[src/rtl/edabk_tx_scheduler.sv]
`default_nettype none
// ============================================================================
// Module  : edabk_tx_scheduler
// Brief   : Round-robin owner selection for one shared edabk_transmitter,
//           with finish watchdog and enforced inter-frame gap (bclk domain).
// Rev     : 1.0  initial release
// ============================================================================
module edabk_tx_scheduler #(
  parameter int NUM_REQ        = 4,
  parameter int DATA_WIDTH     = 8,
  parameter int GAP_CYCLES     = 2,
  parameter int TIMEOUT_CYCLES = 256
) (
  input  logic                          bclk,
  input  logic                          reset,
  input  logic [NUM_REQ-1:0]            req,
  input  logic [NUM_REQ*DATA_WIDTH-1:0] req_data,
  input  logic [NUM_REQ-1:0]            req_parity,
  output logic [NUM_REQ-1:0]            grant,
  output logic [NUM_REQ-1:0]            ack,
  output logic                          timeout_err,
  output logic                          busy,
  output logic                          tx_start,
  output logic [DATA_WIDTH-1:0]         tx_data,
  output logic                          tx_parity,
  input  logic                          tx_finish
);

  localparam int c_IW = $clog2(NUM_REQ);
  localparam int c_CW = $clog2(TIMEOUT_CYCLES);
  localparam int c_GW = $clog2(GAP_CYCLES + 2);

  localparam logic [c_IW-1:0] c_LAST_RST = c_IW'(NUM_REQ - 1);
  localparam logic [c_IW:0]   c_NREQ     = (c_IW + 1)'(NUM_REQ);
  localparam logic [c_CW-1:0] c_TO_LAST  = c_CW'(TIMEOUT_CYCLES - 1);
  localparam logic [c_GW-1:0] c_GAP_LAST = c_GW'((GAP_CYCLES > 0) ? GAP_CYCLES - 1 : 0);

  typedef enum logic [2:0] {
    S_IDLE  = 3'd0,
    S_START = 3'd1,
    S_WAIT  = 3'd2,
    S_DONE  = 3'd3,
    S_GAP   = 3'd4
  } state_t;

  state_t                r_state;
  logic [c_IW-1:0]       r_last;
  logic [c_IW-1:0]       r_win;
  logic [c_CW-1:0]       r_wcnt;
  logic [c_GW-1:0]       r_gcnt;

  logic [c_IW:0]         w_cand;
  logic [c_IW-1:0]       w_win;
  logic                  w_found;
  logic [DATA_WIDTH-1:0] w_data;
  logic                  w_par;
  logic [NUM_REQ-1:0]    w_onehot;
  logic [c_CW-1:0]       w_wcnt_inc;

  // Search order is last+1, last+2, ... wrapping at NUM_REQ; first hit wins.
  always_comb begin
    w_found = 1'b0;
    w_win   = r_last;
    w_cand  = '0;
    for (int k = 1; k <= NUM_REQ; k++) begin
      w_cand = {1'b0, r_last} + (c_IW + 1)'(k);
      if (w_cand >= c_NREQ) begin
        w_cand = w_cand - c_NREQ;
      end
      if (!w_found && req[w_cand[c_IW-1:0]]) begin
        w_found = 1'b1;
        w_win   = w_cand[c_IW-1:0];
      end
    end
  end

  always_comb begin
    w_data = '0;
    w_par  = 1'b0;
    for (int i = 0; i < NUM_REQ; i++) begin
      if (w_win == c_IW'(i)) begin
        w_data = req_data[i*DATA_WIDTH +: DATA_WIDTH];
        w_par  = req_parity[i];
      end
    end
  end

  assign w_onehot   = {{(NUM_REQ-1){1'b0}}, 1'b1} << w_win;
  assign w_wcnt_inc = r_wcnt + c_CW'(1);

  always_ff @(posedge bclk or posedge reset) begin
    if (reset) begin
      r_state     <= S_IDLE;
      r_last      <= c_LAST_RST;
      r_win       <= '0;
      r_wcnt      <= '0;
      r_gcnt      <= '0;
      grant       <= '0;
      ack         <= '0;
      timeout_err <= 1'b0;
      busy        <= 1'b0;
      tx_start    <= 1'b0;
      tx_data     <= '0;
      tx_parity   <= 1'b0;
    end else begin
      tx_start    <= 1'b0;
      ack         <= '0;
      timeout_err <= 1'b0;
      case (r_state)
        S_IDLE: begin
          if (w_found) begin
            r_state   <= S_START;
            r_win     <= w_win;
            grant     <= w_onehot;
            tx_data   <= w_data;
            tx_parity <= w_par;
            busy      <= 1'b1;
            tx_start  <= 1'b1;
          end
        end
        S_START: begin
          r_wcnt  <= '0;
          r_state <= S_WAIT;
        end
        S_WAIT: begin
          // A finish arriving in the watchdog's last cycle still completes the frame.
          if (tx_finish) begin
            r_state <= S_DONE;
            ack     <= grant;
          end else if (w_wcnt_inc == c_TO_LAST) begin
            timeout_err <= 1'b1;
            grant       <= '0;
            r_last      <= r_win;
            r_gcnt      <= '0;
            if (GAP_CYCLES == 0) begin
              r_state <= S_IDLE;
              busy    <= 1'b0;
            end else begin
              r_state <= S_GAP;
            end
          end else begin
            r_wcnt <= w_wcnt_inc;
          end
        end
        S_DONE: begin
          grant  <= '0;
          r_last <= r_win;
          r_gcnt <= '0;
          if (GAP_CYCLES == 0) begin
            r_state <= S_IDLE;
            busy    <= 1'b0;
          end else begin
            r_state <= S_GAP;
          end
        end
        S_GAP: begin
          if (r_gcnt == c_GAP_LAST) begin
            r_state <= S_IDLE;
            busy    <= 1'b0;
          end else begin
            r_gcnt <= r_gcnt + c_GW'(1);
          end
        end
        default: begin
          r_state <= S_IDLE;
          busy    <= 1'b0;
          grant   <= '0;
        end
      endcase
    end
  end

endmodule
`default_nettype wire

[config.mk]
export PLATFORM = sky130hd
export DESIGN_NAME = edabk_tx_scheduler
export DESIGN_NICKNAME = d
export VERILOG_FILES = /design/src/rtl/edabk_tx_scheduler.sv
export SDC_FILE = /design/constraint.sdc
export NUM_CORES = 1
export LEC_CHECK = 0
export CORE_UTILIZATION = 30
export CTS_CLUSTER_DIAMETER = 30
export CTS_CLUSTER_SIZE = 12
export DETAILED_ROUTE_END_ITERATION = 12
export PLACE_DENSITY_LB_ADDON = 0.08
export SLEW_MARGIN = 40
export SYNTH_ARGS = -nofsm -noshare
export SYNTH_HDL_FRONTEND = slang
export SYNTH_SLANG_ARGS = --single-unit
[constraint.sdc]
create_clock -name bclk -period 2.6 [get_ports bclk]
set_input_delay 0.39 -clock bclk [delete_from_list [all_inputs] [get_ports bclk]]
set_output_delay 0.39 -clock bclk [all_outputs]
set_load 0.005 [all_outputs]
==> impl_metrics.tcl <==
set metrics [dict create \
    number_of_antenna_violations_at_the_first_check_in_global_routing 0 \
    worst_pin_slew_ns 0.6155 \
    route.final.wire_length_microns 5727 \
    ys.warnings.count 0 \
    fin_setup_tns_ns 0 \
    total_power_uw 2752 \
    failed_checks "design-rule violations" \
    initial_utilization_pct 31.69 \
    coreArea_sq_mm 0.006459 \
    ant_nets 0 \
    synth_top_cells_by_count "nand2_1, dfrtp_1, o21ai_0" \
    postLayoutSetupSlackWorst_ns 0.2225 \
    synth_area_sq_mm 0.002047 \
    yosysUniqueCellTypes 46 \
    rsz0062_at_grt "no" \
    root_buffer "clkbuf_8" \
    number_of_enable_flip_flop_cells_after_synthesis 0 \
    final_max_slew_viol_count 0 \
    status "complete, but fails checks" \
    syn_inst 236 \
    cp-end-kind "flip-flop" \
    number_of_buffers_added_by_the_clock_tree_synthesis_step 5 \
    layout_worst_path_cycle_share_pct 91.44 \
    synth-main-ff-cell "dfrtp_1" \
    timing.critical_path.fanout_max 7 \
    dieArea_sq_mm 0.007157 \
    power.density_mw_per_mm2 949.6 \
    worst-r2r-setup-slack_ns 0.22 \
    hpwlAfterDp_microns 4152 \
    cts_hold_repair.buffers 0 \
    synth_largest_type_area_fraction_pct 42.79 \
    cts.sinks 37 \
    criticalPathCategory "flip-flop to flip-flop" \
    place_ws_ns 0.2363 \
    floorplan.rows 29 \
    critical_path_arrival_ns 2.56 \
    floorplan.die.width_microns 84.60 \
    drc 4 \
    setup_violations 0 \
    placement.io_buffers 62 \
    antenna-diode-count 0 \
    first_global_vias 1920 \
    irDropWorstVdd_mv 0.6740 \
    fin_hold_ws_ns 0.4975 \
    max_freq_mhz 420.6 \
    synth.largest_area_cell "dfrtp_1" \
    static-leakage-power_uw 0.001226 \
    vias_per_cell 5.171 \
    num-fill-cells 648 \
    ys_ff_latch 37 \
    timing.max_slew.rel_slack_pct 58.77 \
    drive_above_1_share_pct 8.911 \
    gp_congestion 0.8280 \
    fp.dieH_microns 84.60 \
    synthTopCellsByArea "dfrtp_1, nand2_1, o21ai_0" \
    post_synth.cell_area_avg_sq_um 8.674 \
    ctsResizeCount 0 \
    area_delta_synth_final_pct 41.56 \
    overflow_left_after_global_routing 0 \
    skew_ns 0.004283 \
    synth_nets 282 \
    timing_hold_violations_final 0 \
    grt_start_max_net_pins 38 \
    worstHoldPathType "flip-flop to flip-flop" \
    detailedRoute.firstPassIterationCount 10 \
    max_cap_viol_count 0 \
    path_clk_slew_ns 0.08 \
    detailroute.via_count 1965 \
    required_ns 2.78 \
    route.detailed.wl_per_inst_microns 15.07 \
    ys_seq_area_share_pct 45.35 \
    ioPinCount 63 \
    layout.nets 348 \
    cts_tree "done" \
    yosys.cell_count.top_type "nand2_1" \
    min_cycle_time_layout_ns 2.377 \
    timing.critical_path.from_type "flip-flop" \
    ys_async_sr_fraction_pct 100.0 \
    cts.htree.levels 2 \
    grt_first_pass_wirelength_microns 9501 \
    clock_path_buffers 2 \
    drt_iter0_markers 85 \
    track_usage_pct 16.81 \
    clock_insertion_delay_worst_skew_ns 0.29 \
    post_cts.repair.setup_buffers 0 \
]
==> layer usage <==
layer	part of all wire (%)	wire length (microns)	global-route usage [%]	vias up
met1	48	2750	22.60	938
met5	0	0	0	-
li1	-	-	-	981
met4	1.6	93	5.701	0
met2	47	2699	27.20	38
met3	3.2	184	3.147	8
==> power breakdown <==
group	internal [uW]	switching [uW]	total (uW)
Clock	313	216	529
Combinational	615	692	1310
Sequential	774	142	916
==> final timing paths <==
path / depth (start not counted) / to / startpoint
worst min register to register: 1 / r_win[1] / r_win[1]
max in group asynchronous: 3 / r_last[0] / reset
worst max-delay path: 6 / r_state[1] / r_wcnt[0]
min in group asynchronous: 3 / tx_start / reset
worst min-delay path: 1 / r_win[1] / r_win[1]
worst max register to register: 6 / r_state[1] / r_wcnt[0]
==> per-stage QoR <==
| stage | area (sq um) | util, % | cells |
|---|---|---|---|
| finish | 2898 | 44.87 | 380 |
| CTS | 2898 | 44.87 | 380 |
| floorplan | 2047 | - | 236 |
| global route | 2898 | 44.87 | 380 |
| global placement | 2781 | 43.06 | 372 |
| detailed placement | 2781 | 43.06 | 372 |
==> final cells by class <==
cell class                 instances  area [sq um]  area share [%]
sequential                        37         928.4           32.04
multi-input combinational        178          1039           35.84
timing repair buffer              70         680.7           23.49
inverter                          10         37.54           1.295
tap                               77         96.34           3.325
clock buffer                       7         86.33           2.979
clock inverter                     1         30.03           1.036
==> worst max-delay path, stage by stage (launching register included) <==
cell	delay, ns
dfrtp_1	0.45
ha_1	0.26
nand3_2	0.11
or3_1	0.38
a211o_1	0.39
or3_4	0.43
a22o_1	0.25
==> sequential cells by signal (all words and copies together), names as in the netlist, 2 cells and up <==
register / flops
ack: 4
grant: 4
tx_data: 8
r_last: 2
r_win: 2
r_state: 3
r_wcnt: 8
r_gcnt: 2
==> cell usage in the layout, fill, tap and decap left out, types with 2 or more instances in the layout <==
cell type,n
clkdlybuf4s50_1,62
nand2_1,48
dfrtp_1,35
o21ai_0,18
nor2_1,17
nor3_1,11
inv_1,9
a211oi_1,9
a311oi_1,9
buf_4,8
and3_1,6
nand3_1,6
clkbuf_8,6
o31ai_1,5
nand2b_1,3
a21oi_1,3
nor2b_1,3
mux2i_1,3
ha_1,3
nor4_1,2
or2_2,2
nor3b_1,2
a21o_1,2
xnor2_1,2
a31oi_1,2
o22ai_1,2
a41o_1,2
o32ai_1,2
dfstp_2,2
==> logic make-up (layout without fill, tap and decap cells) <==
kind of cell | after synthesis | in the layout | synth area share [%]
simple gates | 109 | 109 | 25.73
compound gates | 61 | 61 | 20.84
flops | 37 | 37 | 45.35
buf+inv | 21 | 88 | 3.911
fa+ha+maj | 3 | 3 | 1.834
mux | 3 | 3 | 1.467
xor+xnor | 2 | 2 | 0.8559
(Power assumes the default switching activity.)
